[config.mk]
export PLATFORM = sky130hd
export DESIGN_NAME = multi_digit_scanner
export DESIGN_NICKNAME = d
export VERILOG_FILES = /design/src/rtl/multi_digit_scanner.sv
export SDC_FILE = /design/constraint.sdc
export NUM_CORES = 1
export LEC_CHECK = 0
export BUFFER_PORTS_ARGS = -buffer_cell sky130_fd_sc_hd__clkbuf_2
export CAP_MARGIN = 30
export CORE_MARGIN = 2
export CORE_UTILIZATION = 25
export DETAILED_ROUTE_END_ITERATION = 8
export PLACE_DENSITY = 0.47
export SYNTH_ARGS = -nofsm -noshare
export SYNTH_HDL_FRONTEND = slang
export SYNTH_SLANG_ARGS = --single-unit
[constraint.sdc]
create_clock -name clk -period 4.2 [get_ports clk]
set_input_delay 0.84 -clock clk [delete_from_list [all_inputs] [get_ports clk]]
set_output_delay 0.84 -clock clk [all_outputs]
set_load 0.05 [all_outputs]
[src/rtl/multi_digit_scanner.sv]
// Time-multiplexed driver for a multi-digit 7-segment display with per-digit
// enable, blanking dead time and frame-synchronous PWM brightness.
module multi_digit_scanner #(
  parameter int NUM_DIGITS     = 4,
  parameter int TICK_DIV       = 65536,
  parameter int BLANK_CYCLES   = 256,
  parameter int AN_ACTIVE_LOW  = 1,
  parameter int SEG_ACTIVE_LOW = 1
) (
  input  logic                    clk,
  input  logic                    rst_n,
  input  logic [7*NUM_DIGITS-1:0] seg_in,
  input  logic [NUM_DIGITS-1:0]   dp_in,
  input  logic [NUM_DIGITS-1:0]   digit_en,
  input  logic [3:0]              brightness,
  output logic [NUM_DIGITS-1:0]   an,
  output logic [6:0]              seg_out,
  output logic                    dp_out,
  output logic                    frame_start
);

  localparam int CW = (TICK_DIV > 1) ? $clog2(TICK_DIV) : 1;
  localparam int DW = $clog2(NUM_DIGITS);
  localparam logic AN_OFF  = (AN_ACTIVE_LOW != 0) ? 1'b1 : 1'b0;
  localparam logic SEG_OFF = (SEG_ACTIVE_LOW != 0) ? 1'b1 : 1'b0;
  localparam logic [CW-1:0] C_LAST  = CW'(TICK_DIV - 1);
  localparam logic [CW-1:0] C_BLANK = CW'(BLANK_CYCLES);
  localparam logic [DW-1:0] D_LAST  = DW'(NUM_DIGITS - 1);

  logic [CW-1:0]           c_q, c_d;
  logic [DW-1:0]           d_q, d_d;
  logic [7*NUM_DIGITS-1:0] sh_seg_q, sh_seg_d;
  logic [NUM_DIGITS-1:0]   sh_dp_q, sh_dp_d;
  logic [NUM_DIGITS-1:0]   sh_en_q, sh_en_d;
  logic [3:0]              sh_bri_q, sh_bri_d;
  logic [NUM_DIGITS-1:0]   an_q, an_d;
  logic [6:0]              seg_q, seg_d;
  logic                    dp_q, dp_d;
  logic                    fs_q, fs_d;

  logic                    frame_edge_s;
  logic                    lit_s;
  logic [CW+3:0]           on_off_s;
  logic [3:0]              pwm_s;
  logic [NUM_DIGITS-1:0]   onehot_s;

  // Slot/digit sequencing, shadow capture and output decode
  always_comb begin
    c_d      = c_q;
    d_d      = d_q;
    sh_seg_d = sh_seg_q;
    sh_dp_d  = sh_dp_q;
    sh_en_d  = sh_en_q;
    sh_bri_d = sh_bri_q;
    an_d     = {NUM_DIGITS{AN_OFF}};
    seg_d    = {7{SEG_OFF}};
    dp_d     = SEG_OFF;

    frame_edge_s = (c_q == '0) && (d_q == '0);
    fs_d         = frame_edge_s;

    if (c_q == C_LAST) begin
      c_d = '0;
      if (d_q == D_LAST) begin
        d_d = '0;
      end else begin
        d_d = d_q + DW'(1);
      end
    end else begin
      c_d = c_q + CW'(1);
    end

    // Shadows only change at frame start so a frame never mixes old and new data
    if (frame_edge_s) begin
      sh_seg_d = seg_in;
      sh_dp_d  = dp_in;
      sh_en_d  = digit_en;
      sh_bri_d = brightness;
    end else begin
      sh_seg_d = sh_seg_q;
    end

    on_off_s = {4'b0000, c_q} - (CW+4)'(BLANK_CYCLES);
    pwm_s    = on_off_s[3:0];
    lit_s    = (c_q >= C_BLANK) && sh_en_q[d_q] && (pwm_s <= sh_bri_q);
    onehot_s = NUM_DIGITS'(1) << d_q;

    if (lit_s) begin
      an_d  = (AN_OFF == 1'b1) ? ~onehot_s : onehot_s;
      seg_d = sh_seg_q[d_q*7 +: 7];
      dp_d  = sh_dp_q[d_q];
    end else begin
      an_d  = {NUM_DIGITS{AN_OFF}};
    end
  end

  // State and registered outputs; reset drops every output to its dark level
  always_ff @(posedge clk or negedge rst_n) begin
    if (!rst_n) begin
      c_q      <= '0;
      d_q      <= '0;
      sh_seg_q <= {(7*NUM_DIGITS){SEG_OFF}};
      sh_dp_q  <= {NUM_DIGITS{SEG_OFF}};
      sh_en_q  <= '0;
      sh_bri_q <= 4'd0;
      an_q     <= {NUM_DIGITS{AN_OFF}};
      seg_q    <= {7{SEG_OFF}};
      dp_q     <= SEG_OFF;
      fs_q     <= 1'b0;
    end else begin
      c_q      <= c_d;
      d_q      <= d_d;
      sh_seg_q <= sh_seg_d;
      sh_dp_q  <= sh_dp_d;
      sh_en_q  <= sh_en_d;
      sh_bri_q <= sh_bri_d;
      an_q     <= an_d;
      seg_q    <= seg_d;
      dp_q     <= dp_d;
      fs_q     <= fs_d;
    end
  end

  assign an          = an_q;
  assign seg_out     = seg_q;
  assign dp_out      = dp_q;
  assign frame_start = fs_q;

endmodule

; After elaboration in Yosys (flattened, before gate mapping)
; Cells that the tools add are included.
[op_classes]
eq_ne = 2
n_reduce_logical = 5
mux = 9
div_mod_pow = 0
mul = 1
bitwise_logic = 1
n_addsub = 3
magnitude_cmp = 3
n_shift = 2
[op_table]
columns = op, n
row1 = 28-bit by 6-bit indexed part select with 7-bit output, 1
row2 = "16-bit by 1-bit adder with 16-bit output, second input constant", 1
row3 = "16-bit == test, second input constant", 1
row4 = "16-bit by 9-bit greater-or-equal comparator with 1-bit output, second input constant", 1
row5 = 16-bit logical NOT, 1
row6 = 16-bit 2-to-1 mux, 1
row7 = 7-bit 2-to-1 mux, 1
row8 = "2-bit by 3-bit multiplier with 5-bit output, second input constant", 1
row9 = 1-bit binary-select mux with 2-bit select, 2
row10 = 4-bit <= comparator, 1
row11 = 4-bit 2-to-1 mux, 1
row12 = 4-bit NOT, 1
row13 = "1-bit by 2-bit << shifter with 4-bit output, first input constant", 1
row14 = "4-bit by 1-bit subtractor with 4-bit output, second input constant", 1
row15 = 1-bit logical AND, 3
row16 = "2-bit by 3-bit less-than comparator with 1-bit output, second input constant", 1
row17 = 1-bit 2-to-1 mux, 3
row18 = "2-bit by 1-bit adder with 2-bit output, second input constant", 1
row19 = "2-bit == test, second input constant", 1
row20 = 2-bit logical NOT, 1
row21 = 2-bit 2-to-1 mux, 1
[word_totals]
rom_bits = 0
elab_cells = 36
output_inout_bits = 13
ram_bits = 0
latchBits = 0
reg_bits = 71
n_memories = 0

; Longest topological paths before layout
; Gate-level depths: netlist of run 1.
[logic_depth]
depth_word = 5
mapped_depth = 8
mapped_depth_nobuf = 6

; Worst setup path before layout of run 1
; No wires, ideal clock.
[synth_timing]
path_kind = reg2reg
from = register d_q[0]
to = register sh_bri_q[0]
arrival_ps = 1747
stages_incl_launch_ff = 9
setup_slack_ps = 2328
path_buffers = 2
setup_time_ps = 125
t_required_ps = 4075
synth_period_minus_slack_ps = 1872
path_cell_list = dfrtp_1 -> buf_2 -> inv_1 -> ha_1 -> nand2_1 -> nor3_1 -> nand3_2 -> buf_6 -> mux2_4
[synth_between]
elab_chain_cells = 2
[synth_rtl]
columns = element, line
row1 = "start, declared", 31  ; logic [DW-1:0] d_q, d_d;
row2 = "start signal, assigned", 101  ; d_q <= '0;
row3 = "start signal, assigned", 112  ; d_q <= d_d;
row4 = 2-bit logical NOT, 59  ; frame_edge_s = (c_q == '0) && (d_q == '0);
row5 = 1-bit logical AND, 59
row6 = "end signal, assigned", 116  ; sh_bri_q <= sh_bri_d;
row7 = "end, declared", 35  ; logic [3:0] sh_bri_q, sh_bri_d;
; Every way passes these cells.
; A chain may end at the register's enable or synchronous reset.

; Worst setup path after layout of run 1
[layout_timing]
from = register d_q[1]
to = register sh_bri_q[3]
; Same word-level chain as after synthesis.

==> flow_metrics.env, run 1 <==
export IMPL_fin_area_um2=4070
export IMPL_finalWeightedCongestion=0.745
export IMPL_outcome="complete, no violations"
export IMPL_slowest_delay_ns=0.71
export IMPL_synthCells=222
export IMPL_grt_pass1_vias=2022
export IMPL_fin_setup_tns_ns=0
export IMPL_hold_viol=0
export IMPL_finalSetupViolCount=0
export IMPL_port_buffer_count=54
export IMPL_drtIter0Drc=81
export IMPL_synth_warnings=0
export IMPL_power_total_uw=1540
export IMPL_cp_top_family="flip-flops"
export IMPL_clock_skew_ns=0.00946
export IMPL_slew_viol_final=0
export IMPL_powerDensity_nw_per_um2=380
export IMPL_critPathCaptureType="register"
export IMPL_syn_nets=274
export IMPL_vias=1877
export IMPL_top_level_ports=55
export IMPL_critPathMaxFanout=32
export IMPL_numCtsBuffers=9
export IMPL_track_usage_pct=10.3
export IMPL_drc=0
export IMPL_routed_wl_um=6820
export IMPL_syn_area_um2=3330
export IMPL_hold_path_class="reg2reg"
export IMPL_htree_num_levels=3
export IMPL_post_cts_buffers=0
export IMPL_layout_common_cells="53 x clkbuf_2, 44 x dfstp_2, 39 x mux2_4"
export IMPL_relSlewSlack_pct=37.2
export IMPL_crit_required_ns=4.40
export IMPL_overflow=0
export IMPL_cp_start_kind="register"
export IMPL_drtAntennaViolNets=0
export IMPL_crit_type="reg2reg"
export IMPL_post_drt_via_cell_ratio=4.06
export IMPL_syn_to_final_growth_pct=22.1
export IMPL_cts_resized=0
export IMPL_hpwlAfterDp_um=4650
export IMPL_final_common_cell="clkbuf_2"
export IMPL_seq_area_frac_synth_pct=55.0
export IMPL_maxCapViolCount=0
export IMPL_whs_ns=0.493
export IMPL_grt_pass1_wl_um=11100
export IMPL_fin_nets=333
export IMPL_fmax_mhz=391
export IMPL_wl_per_cell_um=14.8
export IMPL_cts_path_max_buffers=2
export IMPL_vdd_drop_max_mv=0.167
export IMPL_holdBufCountCts=0
export IMPL_insertion_delay_ns=0.33
export IMPL_drt_first_pass_iters=4
export IMPL_clkTransAtPathRegs_ns=0.06
export IMPL_drive_gt1_share_pct=57.7
export IMPL_dpl_cell_area_um2=3780
export IMPL_num_rows=42
export IMPL_postSynthAreaPerCell_um2=15.0
export IMPL_antenna_found_initial=0
export IMPL_path_cells="inv_1 > ha_1 > nand2_1 > nor3_1 > nand3_2 > buf_4 > mux2_1"
export IMPL_cts_root_buf="clkbuf_16"
export IMPL_fp_dieArea_um2=14300
export IMPL_ys_types=29
export IMPL_design_core_area_um2=13100
export IMPL_power_leakage_uw=0.00190
export IMPL_start_util_pct=25.4
export IMPL_ys_ff_latch=71
export IMPL_fin_crit_ns=2.56
export IMPL_grt_max_degree=72
export IMPL_worst_pin_slew_ns=0.941
export IMPL_arrival_ns=2.76
export IMPL_cts_num_sinks=71
export IMPL_die_w_um=119
export IMPL_rsz0062_at_grt="no"
export IMPL_cts_tree="built"
export IMPL_fin_crit_sh_pct=60.9
export IMPL_diodes=0
export IMPL_slowest_stage="dfrtp_1"
export IMPL_die_y_um=119
export IMPL_cp_buffers_inverters=2
[area by class of cell]
| class | count | area [um^2] |
|---|---|---|
| fill | 1341 | 9070 |
| sequential | 71 | 1830 |
| multi-input combinational | 134 | 1400 |
| timing repair buffer | 56 | 288 |
| clock buffer | 10 | 229 |
| tap | 176 | 220 |
| clock inverter | 6 | 61.3 |
| inverter | 9 | 33.8 |
[sequential cells by signal, summed over array words and instances, names as in the netlist, 2 cells and up]
register and cells:
d_q 2, seg_out 7, an 4, c_q 16, sh_dp_q 4, sh_en_q 4, sh_seg_q 28, sh_bri_q 4
[cells in the mapped netlist]
cell type | count | area share, %
nand3_1 | 8 | 1.2
buf_6 | 4 | 1.4
buf_2 | 1 | 0.15
a21oi_1 | 1 | 0.15
xnor2_1 | 10 | 2.6
o21ai_0 | 1 | 0.15
nor4_1 | 2 | 0.38
nor4_4 | 1 | 0.64
and2_1 | 1 | 0.19
mux2_4 | 39 | 18
and3_1 | 2 | 0.38
nor2_1 | 14 | 1.6
mux2_1 | 3 | 1.0
a32o_1 | 1 | 0.30
nand4_1 | 3 | 0.56
ha_1 | 10 | 3.8
nor2b_1 | 3 | 0.56
o22a_1 | 1 | 0.26
xor2_1 | 3 | 0.79
mux4_2 | 9 | 6.1
nor3_1 | 4 | 0.60
nand3_2 | 1 | 0.30
clkbuf_1 | 3 | 0.34
or4_1 | 2 | 0.45
dfrtp_1 | 27 | 20
nand2_1 | 7 | 0.79
inv_1 | 9 | 1.0
nand3b_1 | 8 | 1.8
dfstp_2 | 44 | 35
[power by group]
| part | internal (uW) | switching (uW) |
|---|---|---|
| combinational | 46.9 | 30.0 |
| sequential | 717 | 11.1 |
| clock | 457 | 282 |
| total | 1220 | 323 |
[final timing paths]
path	slack (ns)	depth (start not counted)	startpoint	end
worst max-delay path	1.64	7	d_q[1]$_DFFE_PN0N_	sh_bri_q[3]$_DFFE_PN0P_
worst min-delay path	0.49	1	c_q[10]$_DFF_PN0_	c_q[10]$_DFF_PN0_
worst max register to register	1.64	7	d_q[1]$_DFFE_PN0N_	sh_bri_q[3]$_DFFE_PN0P_
worst min register to register	0.49	1	c_q[10]$_DFF_PN0_	c_q[10]$_DFF_PN0_
max in group asynchronous	2.99	1	rst_n	c_q[4]$_DFF_PN0_
min in group asynchronous	0.65	1	rst_n	sh_en_q[1]$_DFFE_PN0P_
[per-stage QoR]
| step | std cells | util [%] | setup WS (ns) |
|---|---|---|---|
| after global placement | 446 | 28.8 | 1.67 |
| after global routing | 462 | 31.0 | 1.43 |
| after floorplan | 222 | - | 2.33 |
| final | 462 | 31.0 | 1.64 |
| after detailed placement | 446 | 28.8 | 1.60 |
| after CTS | 462 | 31.0 | 1.58 |
[worst register-to-register path, stage by stage (launching register included)]
cell,delay (ns)
dfrtp_1,0.71
inv_1,0.14
ha_1,0.23
nand2_1,0.07
nor3_1,0.05
nand3_2,0.29
buf_4,0.56
mux2_1,0.39
[cell families after synthesis]
kind of cell,count (synthesis),share of synthesized area [%]
AOI/OAI and AO/OA,4,0.864
buffers and inverters,17,2.85
adders and majority gates,10,3.76
xor gates and xnor gates,13,3.42
muxes,51,24.7
DFF,71,55.0
and+or+nand+nor,56,9.43
[per-layer routing]
layer | share of wire (%) | up-vias | track usage [%]
li1 | - | 898 | -
met3 | 3.7 | 7 | 3.16
met1 | 50 | 932 | 14.4
met2 | 46 | 40 | 15.1
met4 | 0.88 | 0 | 3.31
met5 | 0 | - | 0
No activity file was read; power rests on OpenSTA's default activity.
==> run 2, diff against run 1 <==
==> constraint.sdc (replaced) <==
create_clock -name clk -period 2.5 [get_ports clk]
set_input_delay 0.5 -clock clk [delete_from_list [all_inputs] [get_ports clk]]
set_output_delay 0.5 -clock clk [all_outputs]
set_load 0.05 [all_outputs]
==> run 2 against run 1 <==
Effect of this change: clock skew down 0.0034 ns; fmax rose by 30%; global-route usage increased by 0.40 points; worst setup slack got worse by 1.1 ns; register-to-register slack got worse by 1.1 ns; non-clock buffer count up 5; sequential power up 68%; flip-flop and latch count did not move; core utilization increased by 0.71 points; count of clock-buffer cells in the layout is 1 lower; hold slack worse by 0.22 ns; die area stayed put.
==> flow_metrics.env, run 2 (synthesis gave the netlist of run 1 again) <==
export IMPL_crit_type="reg2reg"
export IMPL_numCtsBuffers=9
export IMPL_fill_cells=1325
export IMPL_p_clk_share_pct=52.4
export IMPL_cts_resized=0
export IMPL_grt_max_degree=72
export IMPL_critPathCaptureType="register"
export IMPL_top_register="sh_seg_q"
export IMPL_critPathMaxFanout=24
export IMPL_fin_area_um2=4160
export IMPL_switching_power_uw=580
export IMPL_arrival_ns=2.20
export IMPL_port_buffer_count=54
export IMPL_drt_first_pass_iters=4
export IMPL_power_leakage_uw=0.00195
export IMPL_cts_tree="built"
export IMPL_die_y_um=119
export IMPL_track_usage_pct=10.7
export IMPL_outcome="complete, no violations"
export IMPL_powerDensity_nw_per_um2=683
export IMPL_final_common_cell="clkbuf_2"
export IMPL_htree_num_levels=3
export IMPL_hpwlAfterDp_um=4680
export IMPL_slowest_delay_ns=0.52
export IMPL_post_cts_buffers=0
export IMPL_crit_required_ns=2.72
export IMPL_worst_pin_slew_ns=0.899
export IMPL_hold_path_class="in2async"
export IMPL_fin_crit_ns=1.97
export IMPL_start_util_pct=25.4
export IMPL_holdBufCountCts=0
export IMPL_overflow=0
export IMPL_slew_viol_final=0
export IMPL_path_cells="or4_1 > nor2_1 > nand3_2 > buf_4 > mux2_1"
export IMPL_grt_pass1_wl_um=11200
export IMPL_rsz0062_at_grt="no"
export IMPL_antenna_found_initial=0
export IMPL_diodes=0
export IMPL_drc=0
export IMPL_layout_common_cells="53 x clkbuf_2, 44 x dfstp_2, 39 x mux2_4"
export IMPL_clock_skew_ns=0.00602
export IMPL_slowest_stage="or4_1"
export IMPL_r2r_start="c_q[12]$_DFF_PN0_"
export IMPL_drtAntennaViolNets=0
export IMPL_syn_to_final_growth_pct=24.9
export IMPL_cts_num_sinks=71
export IMPL_hold_viol=0
export IMPL_relSlewSlack_pct=40.1
export IMPL_die_w_um=119
export IMPL_power_total_uw=2840
export IMPL_maxCapViolCount=0
export IMPL_startpoint="c_q[12]$_DFF_PN0_"
export IMPL_dp_cells=451
export IMPL_cts_root_buf="clkbuf_16"
export IMPL_seqPwrFrac_pct=43.1
export IMPL_dpl_cell_area_um2=3810
export IMPL_combPwrFrac_pct=4.5
export IMPL_num_rows=42
export IMPL_p_sw_share_pct=20.4
export IMPL_post_drt_via_cell_ratio=4.12
export IMPL_insertion_delay_ns=0.34
export IMPL_wl_per_cell_um=14.7
export IMPL_vias=1925
export IMPL_clkTransAtPathRegs_ns=0.06
export IMPL_finalSetupViolCount=0
export IMPL_internal_power_uw=2260
export IMPL_grt_pass1_vias=2086
export IMPL_fin_crit_sh_pct=79.0
export IMPL_vdd_drop_max_mv=0.276
export IMPL_fin_setup_tns_ns=0
export IMPL_cts_path_max_buffers=2
export IMPL_top_level_ports=55
export IMPL_cp_top_family="simple AND/OR/NAND/NOR gates"
export IMPL_instances_no_fill=467
export IMPL_fmax_mhz=506
export IMPL_fin_nets=338
export IMPL_drive_gt1_share_pct=58.8
export IMPL_fp_dieArea_um2=14300
export IMPL_largest_reg_flops=28
export IMPL_cp_buffers_inverters=1
export IMPL_routed_wl_um=6890
export IMPL_drtIter0Drc=102
export IMPL_design_core_area_um2=13100
export IMPL_finalWeightedCongestion=0.756
export IMPL_cp_start_kind="register"
[run 2: cell type report]
class / instances / area [um^2] / area share [%]
Clock buffer: 9 / 225 / 5.41
Multi-Input combinational cell: 134 / 1400 / 33.7
Timing Repair Buffer: 61 / 325 / 7.82
Tap cell: 176 / 220 / 5.29
Inverter: 9 / 33.8 / 0.812
Sequential cell: 71 / 1830 / 44.0
Clock inverter: 7 / 121 / 2.92
[run 2: worst reg2reg max path, cell delays in order, from the launching register on]
cell     delay (ns)
dfrtp_1        0.40
or4_1          0.52
nor2_1         0.19
nand3_2        0.09
buf_4          0.29
mux2_1         0.36
[run 2: final timing paths]
kind | end | slack (ns) | cells after the start
min reg2reg | c_q[6]$_DFF_PN0_ | 0.50 | 1
min | sh_bri_q[2]$_DFFE_PN0P_ | 0.28 | 1
max in group asynchronous | c_q[10]$_DFF_PN0_ | 1.63 | 1
min in group clk | sh_seg_q[18]$_DFFE_PN1P_ | 0.38 | 2
max | sh_bri_q[3]$_DFFE_PN0P_ | 0.53 | 5
max reg2reg | sh_bri_q[3]$_DFFE_PN0P_ | 0.53 | 5
[run 2: power groups by stage]
stage	combinational [uW]	clock (uW)	sequential, uW
3_3_place_gp	130	0	1240
3_5_place_dp	132	0	1240
4_1_cts	132	1540	1220
2_1_floorplan	66.4	0	1230
6_report	127	1490	1220
5_1_grt	141	1590	1230
[run 2: per-layer routing]
metal	wire length (um)	part of all wire (%)	track usage (%)	vias to the layer above
met5	0	0	0	-
met4	181	2.6	5.51	0
met3	334	4.9	3.54	17
met2	3090	45	15.6	49
met1	3280	48	14.0	948
li1	-	-	-	911
[run 2: through the flow]
| step | utilization [%] | hold slack [ns] | setup slack, ns |
|---|---|---|---|
| finish | 31.7 | 0.275 | 0.525 |
| detailed placement | 29.0 | 0.485 | 0.528 |
| global placement | 29.0 | 0.480 | 0.558 |
| CTS | 31.7 | 0.326 | 0.518 |
| floorplan | - | 0.204 | 0.628 |
| global route | 31.7 | 0.363 | 0.391 |
==> run 3, diff against run 2 <==
--- a/config.mk
+++ b/config.mk
@@ -10,7 +10,7 @@
 export CORE_MARGIN = 2
 export CORE_UTILIZATION = 25
 export DETAILED_ROUTE_END_ITERATION = 8
-export PLACE_DENSITY = 0.47
+export PLACE_DENSITY = 0.48
 export SYNTH_ARGS = -nofsm -noshare
 export SYNTH_HDL_FRONTEND = slang
 export SYNTH_SLANG_ARGS = --single-unit
==> constraint.sdc (replaced) <==
create_clock -name clk -period 1.8 [get_ports clk]
set_input_delay 0.36 -clock clk [delete_from_list [all_inputs] [get_ports clk]]
set_output_delay 0.36 -clock clk [all_outputs]
set_load 0.05 [all_outputs]
==> run 3 against run 2 <==
Effect of this change: the run now ends with setup timing left; cell area rose by 4.9%; total power is 31% higher; global-route usage up 0.52 points; first-iteration DRC count down 19%; largest cell class unchanged; clock power up 23%; final cell count increased by 4.3%.
==> flow_metrics.env, run 3 (synthesis gave the netlist of run 1 again) <==
export IMPL_drt_first_pass_iters=4
export IMPL_die_y_um=119
export IMPL_grt_pass1_vias=2281
export IMPL_multi_input_area_um2=1440
export IMPL_finalWeightedCongestion=0.730
export IMPL_cp_buffers_inverters=1
export IMPL_slew_viol_final=0
export IMPL_outcome="complete, but fails checks"
export IMPL_fill_cells=1336
export IMPL_cts_num_sinks=71
export IMPL_syn_to_final_growth_pct=31.0
export IMPL_powerDensity_nw_per_um2=855
export IMPL_fmax_mhz=544
export IMPL_insertion_delay_ns=0.33
export IMPL_clock_skew_ns=0.00555
export IMPL_grt_max_degree=34
export IMPL_worst_pin_slew_ns=0.618
export IMPL_diodes=0
export IMPL_post_drt_via_cell_ratio=4.14
export IMPL_fin_area_um2=4360
export IMPL_port_buffer_count=54
export IMPL_critPathCaptureType="register"
export IMPL_critPathMaxFanout=6
export IMPL_layout_common_cells="53 x clkbuf_2, 44 x dfstp_2, 39 x mux2_4"
export IMPL_drtIter0Drc=83
export IMPL_startpoint="c_q[15]$_DFF_PN0_"
export IMPL_hold_path_class="in2reg"
export IMPL_drc=0
export IMPL_clkTransAtPathRegs_ns=0.06
export IMPL_seq_area_um2=1830
export IMPL_numCtsBuffers=9
export IMPL_hold_viol=0
export IMPL_crit_required_ns=2.02
export IMPL_die_w_um=119
export IMPL_slowest_stage="or4_4"
export IMPL_whs_ns=0.253
export IMPL_r2r_start="c_q[15]$_DFF_PN0_"
export IMPL_start_util_pct=25.4
export IMPL_cp_top_family="simple AND/OR/NAND/NOR gates"
export IMPL_hold_start="seg_in[23]"
export IMPL_arrival_ns=2.05
export IMPL_cp_start_kind="register"
export IMPL_pre_cts_slack_ns=-0.113
export IMPL_fin_crit_sh_pct=102
export IMPL_hpwlAfterDp_um=5150
export IMPL_maxCapViolCount=0
export IMPL_rsz0062_at_grt="yes"
export IMPL_fin_crit_ns=1.84
export IMPL_path_cells="or4_4 > nor2_4 > nand3_4 > buf_4 > mux2_4"
export IMPL_crit_type="reg2reg"
export IMPL_drtAntennaViolNets=0
export IMPL_cts_tree="built"
export IMPL_htree_num_levels=3
export IMPL_slowest_delay_ns=0.55
export IMPL_wl_per_cell_um=14.8
export IMPL_final_common_cell="clkbuf_2"
export IMPL_grt_pass1_wl_um=12000
export IMPL_fin_nets=358
export IMPL_num_rows=42
export IMPL_design_core_area_um2=13100
export IMPL_fin_ws_ns=-0.0397
export IMPL_vias=2018
export IMPL_vdd_drop_max_mv=0.387
export IMPL_top_register="sh_seg_q"
export IMPL_overflow=0
export IMPL_routed_wl_um=7230
export IMPL_cts_root_buf="clkbuf_16"
export IMPL_top_level_ports=55
export IMPL_track_usage_pct=11.2
export IMPL_finalSetupViolCount=31
export IMPL_antenna_found_initial=0
export IMPL_dpl_cell_area_um2=4000
export IMPL_cts_path_max_buffers=2
export IMPL_power_leakage_uw=0.00206
export IMPL_fp_dieArea_um2=14300
export IMPL_violations="setup timing"
export IMPL_largest_reg_flops=28
export IMPL_relSlewSlack_pct=58.6
export IMPL_drive_gt1_share_pct=62.4
==> run 3: layer usage <==
metal	track usage (%)	up-vias	wire length, um
li1	-	948	-
met1	14.2	1015	3340
met2	17.5	47	3480
met3	4.41	8	336
met4	3.53	0	77
met5	0	-	0
==> run 3: final cells by class <==
type	instances	share of cell area, %
well taps	176	5.05
multi-input cells	134	32.9
flip-flops and latches	71	42.0
clock buffers	14	6.28
inverters	9	0.774
clock inverters	2	0.860
repair buffers	81	12.2
==> run 3: repair_timing <==
item	4_1_cts	5_1_grt
endpoints found under the hold margin	10	0
gates resized for setup	5	1
endpoints found under the setup margin	50	51
hold buffers	1	0
setup buffers	3	0
pin swaps	1	2
==> run 3: final timing paths <==
check	to	slack, ns	cells after the start
min	sh_seg_q[23]$_DFFE_PN1P_	0.25	2
max in group asynchronous	sh_seg_q[8]$_DFFE_PN1P_	0.69	3
min in group asynchronous	sh_bri_q[2]$_DFFE_PN0P_	0.48	2
min reg2reg	sh_bri_q[3]$_DFFE_PN0P_	0.50	1
max	sh_en_q[1]$_DFFE_PN0P_	-0.04	5
max reg2reg	sh_en_q[1]$_DFFE_PN0P_	-0.04	5
==> run 3: metrics by stage <==
stage          setup TNS [ns]  std cells  util [%]  power, uW
5_1_grt                 -3.14        487      33.2       3900
2_1_floorplan               0        222         -       1810
4_1_cts                 -1.35        487      33.2       3810
6_report               -0.685        487      33.2       3730
3_3_place_gp            -3.80        467      30.4       1910
3_5_place_dp            -4.31        467      30.4       1920
==> run 3: power breakdown <==
group	switching, uW	total, uW	internal, uW
combinational	71.0	191	120
clock	654	1840	1190
sequential	26.3	1700	1670
